$ cat config.mk
export PLATFORM = sky130hd
export DESIGN_NAME = snake_speed_ctrl
export DESIGN_NICKNAME = d
export VERILOG_FILES = /design/src/rtl/snake_speed_ctrl.sv
export SDC_FILE = /design/constraint.sdc
export NUM_CORES = 1
export LEC_CHECK = 0
export ABC_CLOCK_PERIOD_IN_PS = 9100
export BUFFER_PORTS_ARGS = -buffer_cell sky130_fd_sc_hd__buf_4
export CAP_MARGIN = 20
export CORE_MARGIN = 1
export CORE_UTILIZATION = 40
export CTS_BUF_LIST = sky130_fd_sc_hd__clkbuf_4 sky130_fd_sc_hd__clkbuf_8
export DETAILED_ROUTE_END_ITERATION = 12
export GPL_TIMING_DRIVEN = 0
export SLEW_MARGIN = 15
export SYNTH_ARGS = -nofsm -noshare
export SYNTH_HDL_FRONTEND = slang
export SYNTH_SLANG_ARGS = --single-unit
export TNS_END_PERCENT = 10
$ cat constraint.sdc
create_clock -name i_clk -period 9.1 [get_ports i_clk]
set_clock_uncertainty 0.1 [all_clocks]
set_input_delay 1.82 -clock i_clk [delete_from_list [all_inputs] [get_ports i_clk]]
set_output_delay 1.82 -clock i_clk [all_outputs]
set_load 0.005 [all_outputs]
$ cat src/rtl/snake_speed_ctrl.sv
// Snake game-speed controller: owns the speed level, sequences IDLE/RUN/PAUSE/OVER
// and emits a one-cycle move tick whose period shrinks as the speed rises.
//   state    | meaning
//   ST_IDLE  | waiting for start; manual speed adjust allowed
//   ST_RUN   | game active; move ticks and apple-driven speed-ups
//   ST_PAUSE | counters frozen, no ticks
//   ST_OVER  | final speed held for display until restart
module snake_speed_ctrl #(
    parameter int TICK_BASE        = 50_000_000,
    parameter int TICK_STEP        = 2_000_000,
    parameter int SPEED_MIN        = 1,
    parameter int SPEED_MAX        = 20,
    parameter int APPLES_PER_LEVEL = 5,
    parameter int CNT_W            = 26
) (
    input  logic       i_clk,
    input  logic       i_rst_n,
    input  logic       i_start,
    input  logic       i_pause,
    input  logic       i_game_over,
    input  logic       i_apple,
    input  logic       i_speed_up,
    input  logic       i_speed_down,
    output logic [4:0] o_speed,
    output logic       o_move_tick,
    output logic       o_running,
    output logic [1:0] o_state
);

    typedef enum logic [1:0] {
        ST_IDLE  = 2'd0,
        ST_RUN   = 2'd1,
        ST_PAUSE = 2'd2,
        ST_OVER  = 2'd3
    } state_t;

    // One spare bit keeps the period subtraction clear of the counter width.
    localparam int PW = CNT_W + 1;
    localparam int AW = $clog2(APPLES_PER_LEVEL + 1);

    localparam logic [4:0]    SPD_MIN = 5'(SPEED_MIN);
    localparam logic [4:0]    SPD_MAX = 5'(SPEED_MAX);
    localparam logic [PW-1:0] P_BASE  = PW'(TICK_BASE);
    localparam logic [PW-1:0] P_STEP  = PW'(TICK_STEP);
    localparam logic [PW-1:0] P_ONE   = PW'(1);
    localparam logic [AW-1:0] APL     = AW'(APPLES_PER_LEVEL);

    state_t           r_state;
    logic [4:0]       r_speed;
    logic [CNT_W-1:0] r_tick_cnt;
    logic [AW-1:0]    r_apple_cnt;
    logic             r_move_tick;

    state_t           w_state_nxt;
    logic [4:0]       w_speed_nxt;
    logic [CNT_W-1:0] w_tick_cnt_nxt;
    logic [AW-1:0]    w_apple_cnt_nxt;
    logic             w_move_tick_nxt;

    logic [PW-1:0]    w_period;
    logic             w_tick_due;
    logic [4:0]       w_speed_inc;
    logic [4:0]       w_speed_dec;
    logic [AW-1:0]    w_apple_inc;

    assign w_period    = P_BASE - (PW'(r_speed) - P_ONE) * P_STEP;
    // >= rather than == so a period that shrank mid-count still fires.
    assign w_tick_due  = {1'b0, r_tick_cnt} >= (w_period - P_ONE);
    assign w_speed_inc = (r_speed >= SPD_MAX) ? SPD_MAX : r_speed + 5'd1;
    assign w_speed_dec = (r_speed <= SPD_MIN) ? SPD_MIN : r_speed - 5'd1;
    assign w_apple_inc = r_apple_cnt + AW'(1);

    always_comb begin
        w_state_nxt     = r_state;
        w_speed_nxt     = r_speed;
        w_tick_cnt_nxt  = r_tick_cnt;
        w_apple_cnt_nxt = r_apple_cnt;
        w_move_tick_nxt = 1'b0;
        case (r_state)
            ST_IDLE: begin
                if (i_start) begin
                    w_state_nxt     = ST_RUN;
                    w_tick_cnt_nxt  = '0;
                    w_apple_cnt_nxt = '0;
                end else if (i_speed_up && !i_speed_down) begin
                    w_speed_nxt = w_speed_inc;
                end else if (i_speed_down && !i_speed_up) begin
                    w_speed_nxt = w_speed_dec;
                end
            end
            ST_RUN: begin
                if (i_game_over) begin
                    w_state_nxt = ST_OVER;
                end else if (i_pause) begin
                    w_state_nxt = ST_PAUSE;
                end else begin
                    if (w_tick_due) begin
                        w_move_tick_nxt = 1'b1;
                        w_tick_cnt_nxt  = '0;
                    end else begin
                        w_tick_cnt_nxt = r_tick_cnt + CNT_W'(1);
                    end
                    if (i_apple) begin
                        if (w_apple_inc == APL) begin
                            w_apple_cnt_nxt = '0;
                            w_speed_nxt     = w_speed_inc;
                        end else begin
                            w_apple_cnt_nxt = w_apple_inc;
                        end
                    end
                end
            end
            ST_PAUSE: begin
                if (i_game_over) begin
                    w_state_nxt = ST_OVER;
                end else if (i_pause) begin
                    w_state_nxt = ST_RUN;
                end
            end
            ST_OVER: begin
                if (i_start) begin
                    w_state_nxt     = ST_IDLE;
                    w_speed_nxt     = SPD_MIN;
                    w_tick_cnt_nxt  = '0;
                    w_apple_cnt_nxt = '0;
                end
            end
            default: w_state_nxt = ST_IDLE;
        endcase
    end

    always_ff @(posedge i_clk) begin
        if (!i_rst_n) begin
            r_state     <= ST_IDLE;
            r_speed     <= SPD_MIN;
            r_tick_cnt  <= '0;
            r_apple_cnt <= '0;
            r_move_tick <= 1'b0;
        end else begin
            r_state     <= w_state_nxt;
            r_speed     <= w_speed_nxt;
            r_tick_cnt  <= w_tick_cnt_nxt;
            r_apple_cnt <= w_apple_cnt_nxt;
            r_move_tick <= w_move_tick_nxt;
        end
    end

    assign o_speed     = r_speed;
    assign o_move_tick = r_move_tick;
    assign o_running   = (r_state == ST_RUN);
    assign o_state     = r_state;

endmodule

==> impl_summary.txt <==
----------------------------------------------------
[Logic synthesis]
  Largest cells by area after synthesis ... sky130_fd_sc_hd__ha_1 20%, sky130_fd_sc_hd__dfxtp_1 14%, sky130_fd_sc_hd__fa_1 8.9%
  Portion of synthesized cell area occupied by the leading cell type ... 20.1%
  Library cell with the largest summed area after synthesis ... sky130_fd_sc_hd__ha_1
  Sequential share of the synthesized area ... 14.4%
  Mapped Cells ... 639
  Leading post-synthesis cells by instance count ... 83 x sky130_fd_sc_hd__ha_1, 71 x sky130_fd_sc_hd__inv_1, 44 x sky130_fd_sc_hd__nor2_1, 43 x sky130_fd_sc_hd__a21oi_1, 39 x sky130_fd_sc_hd__nand3_1
  Netlist Area Pre-Place ... 5150 um2
  Synth Net Count ... 753
  Per-instance average area after synthesis ... 8.07 um2
  Number of flops mapped to enable cells by yosys ... 0
  Synth unique cells ... 65
  Seq cells post-synth ... 37
  Library cell with the highest instance count after synthesis ... sky130_fd_sc_hd__ha_1
  Proportion of register bits with asynchronous set or reset after synthesis ... 0%
  Top flip-flop cell by instance count after synthesis ... sky130_fd_sc_hd__dfxtp_1
  Yosys warnings ... 0

[Finish]
  Signed area change from the synthesized netlist to the final layout ... 10.1%
  Fin nets ... 777
  Antenna fix cells ... 0
  Proportion of layout cells with a drive suffix above 1 ... 8.43%

[GRT]
  Pin count of the biggest net entering global routing ... 18
  Antenna violations before repair ... 0
  Global-route wire length before repair ... 20,600 um
  Number of global-route vias before repair ... 4,408
  Total routing resource utilization after global routing ... 19.0%
  Aggregate global routing overflow ... 0

[STA]
  Number of max-slew violations in the final report ... 0
  Shortest period the worst path allows ... 8500 ps
  Slew at the pin closest to its max-slew limit ... 604 ps
  Final Hold Fails ... 0
  Unrepaired setup endpoints after global routing ... false
  Final setup violating endpoints ... 0
  Fmax achieved ... 118 MHz
  Worst-case hold slack ... 447 ps
  Tcrit/Tclk final ... 93.4%
  Slew HR ... 59.4%

[Place]
  Number of port buffers ... 15
  Final HPWL DP ... 9620 um
  Global placement routability congestion ... 0.873

[Worst setup path]
  Largest delay share family, worst path ... adder cells
  Category of the worst setup path capture point ... flip-flop
  Largest fanout on the critical path ... 10
  Crit-path slowest cell ... sky130_fd_sc_hd__fa_1
  Worst setup SP type ... flip-flop
  Data arrival at the endpoint of the critical path ... 8590 ps
  Critical Setup Path Class ... reg2reg
  Most Frequent Cell on Critical Path ... sky130_fd_sc_hd__inv_1
  Critical Path Max Stage Delay ... 560 ps
  Number of buffer and inverter stages on the critical path ... 7
  Worst path required time ... 9190 ps

[Clock tree]
  Number of buffers on the longest clock path ... 2
  Number of sinks on the clock net ... 37
  Clock transition at the registers of the reported paths ... 90 ps
  Number of CTS-inserted buffers ... 5
  CTS H-tree lvls ... 2
  CTS tree ... yes
  Source-to-sink clock delay at the later pin of the worst-skew pair ... 300 ps
  Number of buffers inserted for hold repair after clock tree synthesis ... 0
  Root Buffer Master ... sky130_fd_sc_hd__clkbuf_8

[Floorplanning]
  Die Span Y ... 116 um
  Chip Width ... 116 um
  Initial core utilization ... 41.0%
  Site Rows ... 41
  Die ar. ... 13,300 um2
  Num ports ... 17
  Area of the core ... 12,600 um2

[Drt]
  First-pass DRT Iterations ... 4
  Number of remaining DRC errors ... 0
  Post-DRT Antenna Nets ... 0
  Number of vias after detailed routing ... 4,522
  Drt wl/cell ... 14.3 um
  Final wirelength ... 12,000 um
  Routed via count divided by cell count ... 5.41
  Starting DRT DRC Count ... 135

[Worst hold path]
  Path class of the lowest-slack min-delay path ... reg2reg

[Run]
  Max-cap check violation count ... 0

[Run status]
  Result of the run ... completed

----------------------------------------------------
## state kept, by name (all words and copies together) (netlist names)
| name | flops |
|---|---|
| o_move_tick | 1 |
| r_apple_cnt | 3 |
| r_tick_cnt | 26 |
| o_state | 2 |
| o_speed | 5 |
## worst paths after layout
check | cells after the start | from | to | slack (ps)
max | 31 | o_speed[0] | r_tick_cnt[25] | 600
min | 1 | r_tick_cnt[4] | r_tick_cnt[4] | 450
max reg2reg | 31 | o_speed[0] | r_tick_cnt[25] | 600
min reg2reg | 1 | r_tick_cnt[4] | r_tick_cnt[4] | 450
## kinds of logic (layout without fill, tap and decap cells)
logic type | after synthesis | in the layout | share of synthesized area (%)
AOI/OAI and AO/OA | 151 | 151 | 20.7
xor gates and xnor gates | 51 | 51 | 8.66
adders and majority gates | 106 | 106 | 29.1
buffers and inverters | 87 | 112 | 6.46
DFF | 37 | 37 | 14.4
muxes | 3 | 3 | 0.607
and+or+nand+nor | 204 | 204 | 20.1
## stage by stage
step	util [%]	std cells	instance area (um2)	setup TNS (ps)	setup WS, ps
floorplan	-	639	5150	0	389
global placement	43.6	826	5480	-22830	-943
detailed placement	43.8	828	5510	-4790	-258
CTS	44.9	838	5640	0	131
global route	45.1	836	5670	0	39.7
finish	45.1	836	5670	0	599
## repair_timing
action                                  in CTS  in global routing
gates resized for setup                      1                  6
pin swaps                                    0                  0
buffers inserted                             2                  0
endpoints found under the setup margin      26                 26
## metal layers
| layer | share of wire [%] | global-route usage [%] | vias up |
|---|---|---|---|
| met2 | 48 | 33.3 | 71 |
| li1 | - | - | 2307 |
| met5 | 0 | 0 | - |
| met1 | 48 | 25.1 | 2125 |
| met3 | 2.8 | 1.88 | 19 |
| met4 | 1.5 | 4.68 | 0 |
## placed cells by master, fill, tap and decap left out, types with 4 or more instances in the layout
cell type / n
sky130_fd_sc_hd__nor2_1: 44
sky130_fd_sc_hd__clkbuf_1: 11
sky130_fd_sc_hd__or2_2: 9
sky130_fd_sc_hd__nand2_1: 34
sky130_fd_sc_hd__or3_1: 23
sky130_fd_sc_hd__and2_1: 14
sky130_fd_sc_hd__o21a_1: 4
sky130_fd_sc_hd__nand2b_1: 4
sky130_fd_sc_hd__nand3_1: 39
sky130_fd_sc_hd__and3_1: 9
sky130_fd_sc_hd__nand4_1: 4
sky130_fd_sc_hd__dfxtp_1: 36
sky130_fd_sc_hd__fa_1: 23
sky130_fd_sc_hd__nor3_1: 11
sky130_fd_sc_hd__a221o_1: 5
sky130_fd_sc_hd__clkbuf_8: 5
sky130_fd_sc_hd__buf_4: 18
sky130_fd_sc_hd__xor2_1: 15
sky130_fd_sc_hd__ha_1: 83
sky130_fd_sc_hd__o21ai_0: 16
sky130_fd_sc_hd__a21o_1: 26
sky130_fd_sc_hd__a21oi_1: 43
sky130_fd_sc_hd__a22o_1: 4
sky130_fd_sc_hd__inv_1: 70
sky130_fd_sc_hd__xnor2_1: 32
## final cells by class
class / instances / area (um2)
inverter: 71 / 270
multi-input combinational: 515 / 4130
fill: 1239 / 6890
buffer: 14 / 58.8
timing repair buffer: 19 / 144
clock buffer: 5 / 68.8
tap: 172 / 215
clock inverter: 3 / 46.3
sequential: 37 / 742
Power is not shown: default switching activity piles up to over one toggle a cycle in this logic, so the estimate is an artifact.
